## config.mk

```make
export PLATFORM = sky130hd
export DESIGN_NAME = cpc_io_write_snooper
export DESIGN_NICKNAME = d
export VERILOG_FILES = /design/src/rtl/cpc_io_write_snooper.sv
export SDC_FILE = /design/constraint.sdc
export NUM_CORES = 1
export LEC_CHECK = 0
export ABC_CLOCK_PERIOD_IN_PS = 3300
export CAP_MARGIN = 20
export CORE_AREA = 5 5 55 57
export DETAILED_ROUTE_END_ITERATION = 6
export DIE_AREA = 0 0 60 62
export PLACE_DENSITY = 0.8
export SYNTH_ARGS = -nofsm -noshare
export SYNTH_HDL_FRONTEND = slang
export SYNTH_SLANG_ARGS = --single-unit
```

## constraint.sdc

```tcl
create_clock -name CLK -period 3.3 [get_ports CLK]
set_clock_uncertainty 0.15 [all_clocks]
set_input_delay 0.66 -clock CLK [delete_from_list [all_inputs] [get_ports CLK]]
set_output_delay 0.66 -clock CLK [all_outputs]
set_load 0.05 [all_outputs]
```

## src/rtl/cpc_io_write_snooper.sv

```systemverilog
// CPC gate-array RAM-config write snooper: glitch-filtered capture of OUT &7Fxx,&Cx.
// Define ROMSEL_SNOOP_EN to also snoop &DFxx upper ROM select writes.
module cpc_io_write_snooper #(
  parameter int unsigned MIN_ASSERT    = 2,
  parameter logic [5:0]  CFG_RESET_VAL = 6'h00
) (
  input  logic       CLK,
  input  logic       RESET_B,
  input  logic       A15,
  input  logic       A13,
  input  logic [7:0] D,
  input  logic       IOREQ_B,
  input  logic       WR_B,
  input  logic       M1_B,
  output logic [5:0] ramcfg,
  output logic       cfg_wr,
  output logic       busy,
  output logic [7:0] romsel,
  output logic       romsel_wr
);

  if (MIN_ASSERT < 1 || MIN_ASSERT > 7) begin : g_bad_min
    $error("MIN_ASSERT must be in 1..7");
  end

  localparam logic [2:0] MinC = 3'(MIN_ASSERT);

  typedef enum logic [1:0] {
    IDLE,
    QUAL,
    CAPTURE,
    WAIT_END
  } state_e;

  state_e      state_q, state_d;
  logic [2:0]  cnt_q, cnt_d, cnt_inc;
  logic [7:0]  cap_q, cap_d;
  logic [5:0]  ramcfg_q, ramcfg_d;
  logic        cfg_wr_q, cfg_wr_d;
  logic        busy_q;

  logic qual_io, hit_ram, hit, tgt_hit;

  assign qual_io = ~IOREQ_B & ~WR_B & M1_B;
  assign hit_ram = qual_io & ~A15 & D[7] & D[6];
  assign cnt_inc = (cnt_q == 3'd7) ? 3'd7 : cnt_q + 3'd1;

`ifdef ROMSEL_SNOOP_EN
  logic       hit_rom;
  logic       tgt_q, tgt_d;
  logic [7:0] romsel_q, romsel_d;
  logic       romsel_wr_q, romsel_wr_d;

  assign hit_rom = qual_io & ~A13;
  assign hit     = hit_ram | hit_rom;
  assign tgt_hit = tgt_q ? hit_rom : hit_ram;
`else
  logic unused_ok;

  assign unused_ok = ^{A13, cap_q[7:6]};
  assign hit       = hit_ram;
  assign tgt_hit   = hit_ram;
`endif

  always_comb begin
    state_d  = state_q;
    cnt_d    = cnt_q;
    cap_d    = cap_q;
    ramcfg_d = ramcfg_q;
    cfg_wr_d = 1'b0;
`ifdef ROMSEL_SNOOP_EN
    tgt_d       = tgt_q;
    romsel_d    = romsel_q;
    romsel_wr_d = 1'b0;
`endif
    unique case (state_q)
      IDLE: begin
        if (hit) begin
          cnt_d   = 3'd1;
          cap_d   = D;
          state_d = (MinC == 3'd1) ? CAPTURE : QUAL;
`ifdef ROMSEL_SNOOP_EN
          // RAM decode wins when both match
          tgt_d   = ~hit_ram;
`endif
        end
      end
      QUAL: begin
        if (tgt_hit) begin
          cnt_d = cnt_inc;
          cap_d = D;
          if (cnt_inc == MinC) state_d = CAPTURE;
        end else begin
          cnt_d   = 3'd0;
          state_d = IDLE;
        end
      end
      CAPTURE: begin
        cnt_d   = 3'd0;
        state_d = WAIT_END;
`ifdef ROMSEL_SNOOP_EN
        if (tgt_q) begin
          romsel_d    = cap_q;
          romsel_wr_d = 1'b1;
        end else begin
          ramcfg_d = cap_q[5:0];
          cfg_wr_d = 1'b1;
        end
`else
        ramcfg_d = cap_q[5:0];
        cfg_wr_d = 1'b1;
`endif
      end
      WAIT_END: begin
        if (!qual_io) state_d = IDLE;
      end
      default: state_d = IDLE;
    endcase
  end

  always_ff @(posedge CLK or negedge RESET_B) begin
    if (!RESET_B) begin
      state_q  <= IDLE;
      cnt_q    <= 3'd0;
      cap_q    <= 8'h00;
      ramcfg_q <= CFG_RESET_VAL;
      cfg_wr_q <= 1'b0;
      busy_q   <= 1'b0;
    end else begin
      state_q  <= state_d;
      cnt_q    <= cnt_d;
      cap_q    <= cap_d;
      ramcfg_q <= ramcfg_d;
      cfg_wr_q <= cfg_wr_d;
      busy_q   <= (state_d != IDLE);
    end
  end

`ifdef ROMSEL_SNOOP_EN
  always_ff @(posedge CLK or negedge RESET_B) begin
    if (!RESET_B) begin
      tgt_q       <= 1'b0;
      romsel_q    <= 8'h00;
      romsel_wr_q <= 1'b0;
    end else begin
      tgt_q       <= tgt_d;
      romsel_q    <= romsel_d;
      romsel_wr_q <= romsel_wr_d;
    end
  end

  assign romsel    = romsel_q;
  assign romsel_wr = romsel_wr_q;
`else
  assign romsel    = 8'h00;
  assign romsel_wr = 1'b0;
`endif

  assign ramcfg = ramcfg_q;
  assign cfg_wr = cfg_wr_q;
  assign busy   = busy_q;

endmodule

```

After elaboration in Yosys (flattened, before gate mapping)
Index checks and enable logic that the tools add are counted.
{"block": "totals", "reg_bits": 19, "in_bits": 15, "output_inout_bits": 17, "wordCells": 37}
{"block": "classes", "addsub": 1, "eq_ne": 6, "n_mux": 10, "n_bitwise": 8, "n_reduce_logical": 6}
{"operator": "$mux 3", "count": 3}
{"operator": "$pmux 3 s3", "count": 1}
{"operator": "$mux 2", "count": 4}
{"operator": "$pmux 2 s4", "count": 1}
{"operator": "$and 1x1->1", "count": 5}
{"operator": "$eq 2x2->1 const B", "count": 2}
{"operator": "$reduce_and 2->1", "count": 2}
{"operator": "$add 3x1->3 const B", "count": 1}
{"operator": "$eq 3x2->1 const B", "count": 1}
{"operator": "$eq 3x3->1 const B", "count": 1}
{"operator": "$not 1->1", "count": 3}
{"operator": "$reduce_bool 3->1", "count": 1}
{"operator": "$eq 2x1->1 const B", "count": 1}
{"operator": "$logic_not 2->1", "count": 1}
{"operator": "$ne 2x2->1 const B", "count": 1}
{"operator": "$reduce_bool 2->1", "count": 1}
{"operator": "$reduce_or 2->1", "count": 1}
{"operator": "$mux 1", "count": 1}

Depth between registers and ports, before layout
Gate-level depths: netlist of run 1.
{"block": "logic_depth", "ltp_word": 9, "ltp_mapped": 6, "mapped_depth_nobuf": 6}

Least setup slack after synthesis of run 1
No wires, ideal clock.
{"block": "synth_path", "path_kind": "in2reg", "start": "in WR_B", "end": "reg cap_q[0]", "setup_time_ns": 0.128, "t_arrival_ns": 1.571, "t_required_ns": 3.022, "setup_slack_ns": 1.451, "stages": 4, "n_path_buf": 0, "path_cell_list": "nor3b_4 > nand2_2 > nor2_4 > mux2_1"}
{"block": "synth_via", "elab_chain_cells": 7}
{"item": "start, declared", "line_no": "13", "rtl": "input logic WR_B,"}
{"item": "$not 1->1", "line_no": "44", "rtl": "assign qual_io = ~IOREQ_B & ~WR_B & M1_B;"}
{"item": "$and 1x1->1 (2 in a row)", "line_no": "44"}
{"item": "$and 1x1->1 (3 in a row)", "line_no": "45", "rtl": "assign hit_ram = qual_io & ~A15 & D[7] & D[6];"}
{"item": "$reduce_and 2->1 (no source line)"}
{"item": "end signal, assigned", "line_no": "132", "rtl": "cap_q <= cap_d;"}
{"item": "end, declared", "line_no": "37", "rtl": "logic [7:0] cap_q, cap_d;"}
No other way between the ends.
A chain may end at the register's enable or synchronous reset.

Final worst setup path of run 1
{"block": "layout_path", "start": "reg ramcfg_q[0] (netlist: ramcfg[0])", "end": "out ramcfg[0]"}
{"item": "start, declared", "line_no": "38", "rtl": "logic [5:0] ramcfg_q, ramcfg_d;"}
{"item": "start signal, assigned", "line_no": "133", "rtl": "ramcfg_q <= ramcfg_d;"}
{"item": "end, declared", "line_no": "15", "rtl": "output logic [5:0] ramcfg,"}
No word-level cell between the ends.

==> results of run 1 <==
Yosys cell counts:
cell type	count	area share, %
dfrtp_1	19	45
buf_4	9	6.4
mux2_1	8	8.5
ha_1	7	8.3
mux2_2	6	6.4
inv_1	3	1.1
nor2_1	3	1.1
a21oi_1	2	0.94
nor3b_4	2	3.5
o21ai_0	2	0.94
o22ai_1	2	1.2
a211oi_1	1	0.71
a21bo_2	1	0.94
a21boi_2	1	1.1
a21o_1	1	0.71
a2bb2oi_1	1	0.83
a31oi_1	1	0.59
and3b_1	1	0.83
and4b_4	1	1.3
clkbuf_1	1	0.35
conb_1	1	0.35
nand2_1	1	0.35
nand2_2	1	0.59
nand3_1	1	0.47
nand3b_1	1	0.71
nor2_2	1	0.59
nor2_4	1	1.1
nor2b_4	1	1.3
nor3b_1	1	0.71
o21a_1	1	0.71
o31ai_2	1	1.2
or2_4	1	0.83
or3b_1	1	0.83
kinds of logic after synthesis:
| kind of cell | share of synthesized area, % |
|---|---|
| flip-flops | 44.8 |
| AND/OR/NAND/NOR | 14.2 |
| AO/OA/AOI/OAI | 9.79 |
| multiplexers | 14.9 |
| buffers and inverters | 7.78 |
| adder cells (fa/ha/maj) | 8.25 |
| other | 0.353 |
sequential cells by signal (all words and copies together), names as in the netlist:
signal	flops
cap_q	6
ramcfg	6
cnt_q	3
state_q	2
busy	1
cfg_wr	1
power groups by stage:
stage	sequential, W	clock [W]	combinational, W
after floorplan	0.000360	0	0.000181
after global placement	0.000313	0	0.000294
after detailed placement	0.000317	0	0.000299
after CTS	0.000312	0.000120	0.000301
after global routing	0.000318	0.000130	0.000323
final	0.000312	0.000113	0.000299
layout make-up:
class / instances / share of cell area, %
Timing Repair Buffer: 21 / 16.2
Sequential cell: 19 / 36.8
Clock buffer: 4 / 2.03
Tap cell: 30 / 2.90
Inverter: 3 / 0.870
Multi-Input combinational cell: 61 / 41.2
worst paths after layout:
check,slack (ns),endpoint,depth (start not counted)
min in group asynchronous,0.69,cap_q[5]$_DFFE_PN0P_,1
setup reg to reg,1.13,busy$_DFF_PN0_,6
max in group asynchronous,1.79,state_q[1]$_DFF_PN0_,1
hold reg to reg,0.34,cap_q[1]$_DFFE_PN0P_,1
hold / removal,0.34,cap_q[1]$_DFFE_PN0P_,1
setup / recovery,1.02,ramcfg[0],1
metal layers:
layer  share of wire [%]  track usage (%)  wire, um
met3                 7.4             2.27       135
met2                  46             17.6       837
met5                   0                0         0
met4                   0             3.80         0
met1                  46             13.4       842
stage by stage:
step                      cell area, um2  cells  utilization, %
final                               1290    138            53.2
after global routing                1290    138            53.2
after CTS                           1290    138            53.2
after detailed placement            1270    134            52.1
after global placement              1270    134            52.1
after floorplan                     1090     93               -
==> results.py, run 1 <==
metrics = {
    "clock_network": {
        "clockBufferDepth": 2,
        "cts.clk_slew.worst_paths_ns": 0.11,
        "htreeDepth": 1,
        "cts.sinks": 19,
        "cts_made_buffers": 3,
        "cts_hold_buf": 0,
        "clkLatencyLatePin_ns": 0.29,
        "cts-root-buf": "clkbuf_4",
        "cts_tree": "built",
        "postCtsSetupRepairBufs": 0,
        "cts-resized-gates": 0,
    },
    "floorplanning": {
        "pin_count": 32,
        "rows": 18,
        "die_w_um": 60,
        "die_area_um2": 3720,
        "start_util_pct": 43.6,
        "die_h_um": 62,
        "coreArea_um2": 2430,
    },
    "synth": {
        "synth_seq_area_share_pct": 44.8,
        "yosysUniqueCellTypes": 33,
        "synth_warnings": 0,
        "syn_inst": 85,
        "avgSynthCellArea_um2": 12.5,
        "synth_area_um2": 1060,
        "ys_ff_latch": 19,
    },
    "power_and_ir_drop": {
        "p_sw_share_pct": 36.8,
        "seq_power_share_pct": 43.1,
        "p_sw_w": 0.000266,
        "irDropWorstVdd_v": 0.000359,
        "intPower_w": 0.000457,
        "total_power_w": 0.000724,
        "powerDensity_nw_per_um2": 559,
        "p_comb_share_pct": 41.3,
        "p_clk_share_pct": 15.7,
        "leakagePower_nw": 0.597,
    },
    "hold_path": {
        "min_path_type": "reg -> reg",
        "hold_start": "cap_q[1]$_DFFE_PN0P_",
    },
    "global_route": {
        "track_usage_pct": 10.5,
        "antenna_found_initial": 0,
        "gr-total-overflow": 0,
        "grt_pass1_vias": 699,
        "grt_max_degree": 20,
        "grt_pass1_wl_mm": 2.97,
    },
    "critical_path": {
        "cp_cell_sequence": "clkdlybuf4s50_1",
        "cp-end-kind": "primary output",
        "cp_slowest_cell": "clkdlybuf4s50_1",
        "reg2reg_from": "state_q[0]$_DFF_PN0_",
        "cp.required_ns": 2.49,
        "crit_fanout": 2,
        "crit_buf_inv": 1,
        "crit_family": "buffers and inverters",
        "worstSetupPathType": "reg -> out",
        "slowest_delay_ns": 0.81,
        "critPathLaunchType": "register",
        "startpoint": "ramcfg[0]$_DFFE_PN0P_",
        "worstPathArrival_ns": 1.47,
    },
    "finish": {
        "layout-drive-gt1-share_pct": 18.5,
        "diodes": 0,
        "multiInputGateArea_um2": 533,
        "fin_nets": 131,
        "layout_commonest_cell": "clkdlybuf4s50_1",
        "synthToLayoutAreaGrowth_pct": 21.9,
        "mostFrequentLayoutCells": "clkdlybuf4s50_1 (21), dfrtp_1 (19), conb_1 (9)",
        "nFillCells": 226,
        "layout.area.seq_um2": 475,
    },
    "detailed_routing": {
        "drc": 0,
        "drt_iter0_drc": 8,
        "drtAntennaViolNets": 0,
        "wl_mm": 1.82,
        "num_vias": 664,
        "route.detailed.vias_per_inst": 4.81,
        "post_drt_wl_per_cell_um": 13.2,
        "firstDrtPassIters": 2,
    },
    "sta": {
        "period_share_pct": 69.2,
        "post-route-worst-setup-slack_ns": 1.02,
        "timing.fmax_ghz": 0.438,
        "finalHoldViolations": 0,
        "period_minus_slack_ns": 2.28,
        "setup_viol_count_final": 0,
        "tns_ns": 0,
        "drv_slew": 0,
        "whs_ns": 0.344,
        "relSlewSlack_pct": 43.8,
        "worst_slew_pin_slew_ns": 0.840,
        "rsz0062_at_grt": "false",
    },
    "place": {
        "dp_worst_setup_slack_ns": 0.851,
        "dpl.hpwl_mm": 1.45,
        "numPortBuffers": 21,
        "globalplace.congestion": 0.774,
    },
    "status": {
        "status": "finished clean",
    },
    "job": {
        "maxCapViolations": 0,
    },
}
No activity file was read; power rests on OpenSTA's default activity.
==> inputs of run 2 (changes only) <==
==> config.mk (replaced) <==
export PLATFORM = sky130hd
export DESIGN_NAME = cpc_io_write_snooper
export DESIGN_NICKNAME = d
export VERILOG_FILES = /design/src/rtl/cpc_io_write_snooper.sv
export SDC_FILE = /design/constraint.sdc
export NUM_CORES = 1
export LEC_CHECK = 0
export ABC_CLOCK_PERIOD_IN_PS = 1850
export CAP_MARGIN = 20
export CORE_AREA = 5 5 57 59
export DETAILED_ROUTE_END_ITERATION = 6
export DIE_AREA = 0 0 62 64
export PLACE_DENSITY = 0.78
export SYNTH_ARGS = -nofsm -noshare
export SYNTH_HDL_FRONTEND = slang
export SYNTH_SLANG_ARGS = --single-unit
==> constraint.sdc (replaced) <==
create_clock -name CLK -period 1.85 [get_ports CLK]
set_clock_uncertainty 0.15 [all_clocks]
set_input_delay 0.37 -clock CLK [delete_from_list [all_inputs] [get_ports CLK]]
set_output_delay 0.37 -clock CLK [all_outputs]
set_load 0.05 [all_outputs]
==> run 2 against run 1 <==
Net effect:
- via count grew 12%
- count of clock-buffer cells in the layout shrank 1
- die area grew 6.7%
- routed wire length grew 8.2%
- register-to-register slack lost 1.1 ns
- total power grew 93%
- global-route usage shrank 0.25 points
- flip-flop and latch count is the same
- critical path depth grew 5
- clock power grew 80%
- sequential power grew 77%
- worst hold slack lost 0.11 ns
==> results.py, run 2 (same netlist as run 1, synthesis figures left out) <==
metrics = {
    "job": {
        "maxCapViolations": 0,
    },
    "finish": {
        "multiInputGateArea_um2": 558,
        "design_area_um2": 1380,
        "mostFrequentLayoutCells": "dfrtp_1 (19), buf_4 (18), clkdlybuf4s50_1 (13)",
        "fin_nets": 141,
        "diodes": 0,
        "nFillCells": 242,
        "synthToLayoutAreaGrowth_pct": 29.7,
        "layout.area.seq_um2": 475,
        "layout_commonest_cell": "dfrtp_1",
        "instances_no_fill": 149,
        "layout-drive-gt1-share_pct": 38.1,
    },
    "floorplanning": {
        "rows": 19,
        "start_util_pct": 39.8,
        "die_h_um": 64,
        "coreArea_um2": 2660,
        "die_area_um2": 3970,
        "die_w_um": 62,
        "pin_count": 32,
    },
    "detailed_routing": {
        "drtAntennaViolNets": 0,
        "post_drt_wl_per_cell_um": 13.2,
        "route.detailed.vias_per_inst": 4.97,
        "drt_iter0_drc": 13,
        "drc": 0,
        "firstDrtPassIters": 4,
        "wl_mm": 1.96,
        "num_vias": 741,
    },
    "clock_network": {
        "cts_tree": "built",
        "htreeDepth": 1,
        "postCtsSetupRepairBufs": 0,
        "cts_made_buffers": 3,
        "cts.sinks": 19,
        "cts-root-buf": "clkbuf_4",
        "cts.clk_slew.worst_paths_ns": 0.11,
        "clockBufferDepth": 2,
        "clkLatencyLatePin_ns": 0.30,
    },
    "sta": {
        "period_minus_slack_ns": 1.85,
        "setup_viol_count_final": 0,
        "finalHoldViolations": 0,
        "rsz0062_at_grt": "true",
        "period_share_pct": 100,
        "drv_slew": 0,
        "tns_ns": 0,
        "timing.fmax_ghz": 0.541,
        "post-route-worst-setup-slack_ns": 0.000222,
    },
    "critical_path": {
        "cp_cell_sequence": "inv_2 -> ha_2 -> or2_4 -> o21a_1 -> o31ai_4 -> or3b_1",
        "cp_slowest_cell": "dfrtp_1",
        "crit_buf_inv": 1,
        "crit_family": "simple AND/OR/NAND/NOR gates",
        "slowest_delay_ns": 0.42,
        "cp-end-kind": "register",
        "cp.required_ns": 1.87,
        "crit_fanout": 4,
        "critPathLaunchType": "register",
        "worstSetupPathType": "reg -> reg",
        "worstPathArrival_ns": 1.87,
    },
    "status": {
        "status": "finished clean",
    },
    "power_and_ir_drop": {
        "seq_power_share_pct": 39.4,
        "p_sw_share_pct": 37.1,
        "p_clk_share_pct": 14.5,
        "powerDensity_nw_per_um2": 1020,
        "intPower_w": 0.000879,
        "p_comb_share_pct": 46.0,
        "leakagePower_nw": 0.659,
        "p_sw_w": 0.000519,
        "irDropWorstVdd_v": 0.000599,
        "total_power_w": 0.00140,
    },
    "global_route": {
        "track_usage_pct": 10.3,
        "gr-total-overflow": 0,
        "grt_pass1_vias": 749,
        "grt_pass1_wl_mm": 3.13,
        "grt_max_degree": 20,
        "antenna_found_initial": 0,
    },
    "place": {
        "dp_worst_setup_slack_ns": -0.243,
        "globalplace.congestion": 0.867,
        "dpl.hpwl_mm": 1.54,
        "dp.cells": 145,
        "place_area_um2": 1320,
        "numPortBuffers": 21,
    },
    "hold_path": {
        "min_path_type": "in -> async",
    },
}
run 2: changes by cell type in the layout (fill, tap and decap cells not counted), moves of 4 or more:
cell | previous run | this run
buf_4 | 0 | 18
clkdlybuf4s50_1 | 21 | 13
ha_1 | 7 | 3
ha_2 | 0 | 4
run 2: power groups by stage:
stage	clock network (W)	logic [W]	registers, W
after global routing	0.000228	0.000695	0.000564
final	0.000203	0.000643	0.000551
after global placement	0	0.000595	0.000552
after CTS	0.000214	0.000638	0.000553
after floorplan	0	0.000322	0.000642
after detailed placement	0	0.000617	0.000559
run 2: area by class of cell:
type / instances / area share [%]
multi-input combinational: 61 / 40.5
clock buffer: 3 / 1.64
timing repair buffer: 31 / 19.3
tap: 31 / 2.82
inverter: 3 / 0.818
sequential: 19 / 34.5
clock inverter: 1 / 0.364
run 2: through the flow:
stage / hold slack (ns) / util, %
after global placement: 0.311 / 49.7
after global routing: 0.243 / 51.7
final: 0.230 / 51.7
after CTS: 0.229 / 51.5
after floorplan: -0.0756 / -
after detailed placement: 0.322 / 49.7
run 2: path summary, 6_finish.rpt:
check | start | to | slack, ns | cells after the start
setup reg to reg | state_q[0]$_DFF_PN0_ | busy$_DFF_PN0_ | 0.0002 | 6
hold / removal | RESET_B | cap_q[1]$_DFFE_PN0P_ | 0.23 | 2
setup / recovery | state_q[0]$_DFF_PN0_ | busy$_DFF_PN0_ | 0.0002 | 6
min in group CLK | cap_q[5]$_DFFE_PN0P_ | cap_q[5]$_DFFE_PN0P_ | 0.35 | 1
max in group asynchronous | RESET_B | ramcfg[0]$_DFFE_PN0P_ | 1.12 | 2
hold reg to reg | cap_q[5]$_DFFE_PN0P_ | cap_q[5]$_DFFE_PN0P_ | 0.35 | 1
run 2: repair_timing:
item                       CTS  global route
hold endpoints to repair     0             0
hold buffers                 0             0
gates resized for setup      6             1
setup endpoints to repair    1             7
pin swaps                    4             1
run 2: per-layer routing:
layer / global-route usage, % / up-vias / wire (um)
met3: 1.41 / 5 / 129
met1: 12.0 / 360 / 755
met4: 4.77 / 0 / 42
li1: - / 347 / -
met2: 17.7 / 29 / 1040
met5: 0 / - / 0
==> inputs of run 3 (changes only) <==
--- a/config.mk
+++ b/config.mk
@@ -11,6 +11,8 @@
 export DETAILED_ROUTE_END_ITERATION = 6
 export DIE_AREA = 0 0 62 64
 export PLACE_DENSITY = 0.78
+export SETUP_SLACK_MARGIN = 0.5
+export SLEW_MARGIN = 10
 export SYNTH_ARGS = -nofsm -noshare
 export SYNTH_HDL_FRONTEND = slang
 export SYNTH_SLANG_ARGS = --single-unit
==> run 3 against run 2 <==
Net effect:
- the flow now finishes with violations (negative setup slack)
- final cell count rose by 7.4%
- die area stayed put
- clock power hardly changed
- sequential power rose by 4.9%
- critical path depth unchanged
- flip-flop and latch count is the same
- register-to-register slack lost 0.03 ns
- combinational power up 48%
- routed wire length rose by 24%
- critical path type unchanged
==> results.py, run 3 (same netlist as run 1, synthesis figures left out) <==
metrics = {
    "status": {
        "status": "finished with violations",
        "violations": "negative setup slack",
    },
    "clock_network": {
        "cts-root-buf": "clkbuf_4",
        "htreeDepth": 1,
        "cts.sinks": 19,
        "cts.clk_slew.worst_paths_ns": 0.11,
        "clockBufferDepth": 2,
        "cts_hold_buf": 0,
        "clkLatencyLatePin_ns": 0.29,
        "cts_tree": "built",
        "cts_made_buffers": 3,
    },
    "place": {
        "dp.cells": 147,
        "globalplace.congestion": 0.763,
        "dpl.hpwl_mm": 1.66,
        "numPortBuffers": 21,
    },
    "sta": {
        "rsz0062_at_grt": "true",
        "tns_ns": -0.0307,
        "finalHoldViolations": 0,
        "whs_ns": 0.246,
        "timing.fmax_ghz": 0.532,
        "period_share_pct": 102,
        "drv_slew": 0,
        "post-route-worst-setup-slack_ns": -0.0307,
        "setup_viol_count_final": 1,
        "period_minus_slack_ns": 1.88,
    },
    "detailed_routing": {
        "post_drt_wl_per_cell_um": 15.2,
        "drt_iter0_drc": 7,
        "firstDrtPassIters": 2,
        "wl_mm": 2.43,
        "route.detailed.vias_per_inst": 4.88,
        "drtAntennaViolNets": 0,
        "drc": 0,
        "num_vias": 780,
    },
    "finish": {
        "synthToLayoutAreaGrowth_pct": 59.7,
        "fin_nets": 152,
        "diodes": 0,
        "instances_no_fill": 160,
        "mostFrequentLayoutCells": "dfrtp_1 (17), mux2_4 (14), buf_6 (14)",
        "layout_commonest_cell": "dfrtp_1",
        "layout-drive-gt1-share_pct": 57.4,
    },
    "global_route": {
        "antenna_found_initial": 0,
        "grt_pass1_vias": 847,
        "gr-total-overflow": 0,
        "track_usage_pct": 12.3,
        "grt_max_degree": 20,
        "grt_pass1_wl_mm": 3.66,
    },
    "power_and_ir_drop": {
        "powerDensity_nw_per_um2": 1020,
        "irDropWorstVdd_v": 0.000664,
        "leakagePower_nw": 0.829,
    },
    "floorplanning": {
        "die_w_um": 62,
        "rows": 19,
        "start_util_pct": 39.8,
        "die_h_um": 64,
        "coreArea_um2": 2660,
        "pin_count": 32,
        "die_area_um2": 3970,
    },
    "critical_path": {
        "cp.required_ns": 1.88,
        "r2r_slack_ns": -0.03,
        "critPathLaunchType": "register",
        "worstSetupPathType": "reg -> reg",
        "cp-end-kind": "register",
        "r2r_end": "busy$_DFF_PN0_",
        "worstPathArrival_ns": 1.91,
        "worstRegToRegCells": 6,
        "crit_fanout": 4,
        "reg2reg_from": "state_q[0]$_DFF_PN0_",
    },
    "hold_path": {
        "min_path_type": "in -> async",
    },
    "job": {
        "maxCapViolations": 0,
    },
}
## run 3: changes by cell type in the layout (fill, tap and decap cells not counted), sizes merged
| cell | change |
|---|---|
| buf | +11 |
| clkdlybuf4s50 | -6 |
| dlymetal6s2s | +6 |
## run 3: worst max-delay path by stage
stage,startpoint,endpoint,slack (ns),cells past startpoint
5_1_grt,state_q[0]$_DFF_PN0_,busy$_DFF_PN0_,-0.06,5
4_1_cts,state_q[0]$_DFF_PN0_,busy$_DFF_PN0_,0.0007,5
3_3_place_gp,WR_B,cnt_q[0]$_DFFE_PN0P_,-0.18,6
2_1_floorplan,state_q[1]$_DFF_PN0_,busy$_DFF_PN0_,0.09,6
3_5_place_dp,WR_B,cnt_q[0]$_DFFE_PN0P_,-0.21,6
6_report,state_q[0]$_DFF_PN0_,busy$_DFF_PN0_,-0.03,6
## run 3: power by group
| group | internal, W | total [W] | switching, W |
|---|---|---|---|
| Clock | 0.0000803 | 0.000204 | 0.000124 |
| Combinational | 0.000514 | 0.000951 | 0.000438 |
| Sequential | 0.000503 | 0.000578 | 0.0000744 |
| Total | 0.00110 | 0.00173 | 0.000636 |
## run 3: per-stage QoR
step | total power, W | util [%] | worst slack (ns) | instance area (um2)
floorplan | 0.00106 | - | 0.0877 | 1180
global placement | 0.00123 | 53.6 | -0.177 | 1430
detailed placement | 0.00126 | 53.6 | -0.210 | 1430
CTS | 0.00156 | 57.6 | 0.000715 | 1530
global route | 0.00182 | 63.6 | -0.0643 | 1690
finish | 0.00173 | 63.6 | -0.0307 | 1690
## run 3: timing repair
| action | CTS | global route |
|---|---|---|
| hold endpoints to repair | 0 | 0 |
| resized for setup | 16 | 28 |
| setup buffers | 2 | 7 |
| endpoints found under the setup margin | 26 | 26 |
| pin swaps | 1 | 14 |
## run 3: metal layers
layer | vias up | part of all wire, % | GRT usage, %
met5 | - | 0 | 0
met4 | 0 | 0.49 | 3.45
met3 | 2 | 5.1 | 2.62
met2 | 17 | 53 | 22.3
met1 | 392 | 41 | 13.9
li1 | 369 | - | -
## run 3: worst max-delay path: stages, from the launching register on
cell     delay, ns
dfrtp_2       0.47
inv_4         0.07
ha_4          0.17
or2_4         0.27
o21a_1        0.21
o31ai_4       0.06
or3b_1        0.37
## run 3: layout make-up
cell class	instances	area, um2
Clock buffer	3	22.5
Clock inverter	1	5.00
Fill cell	195	968
Inverter	3	16.3
Multi-Input combinational cell	61	686
Sequential cell	19	478
Tap cell	31	38.8
Timing Repair Buffer	42	448
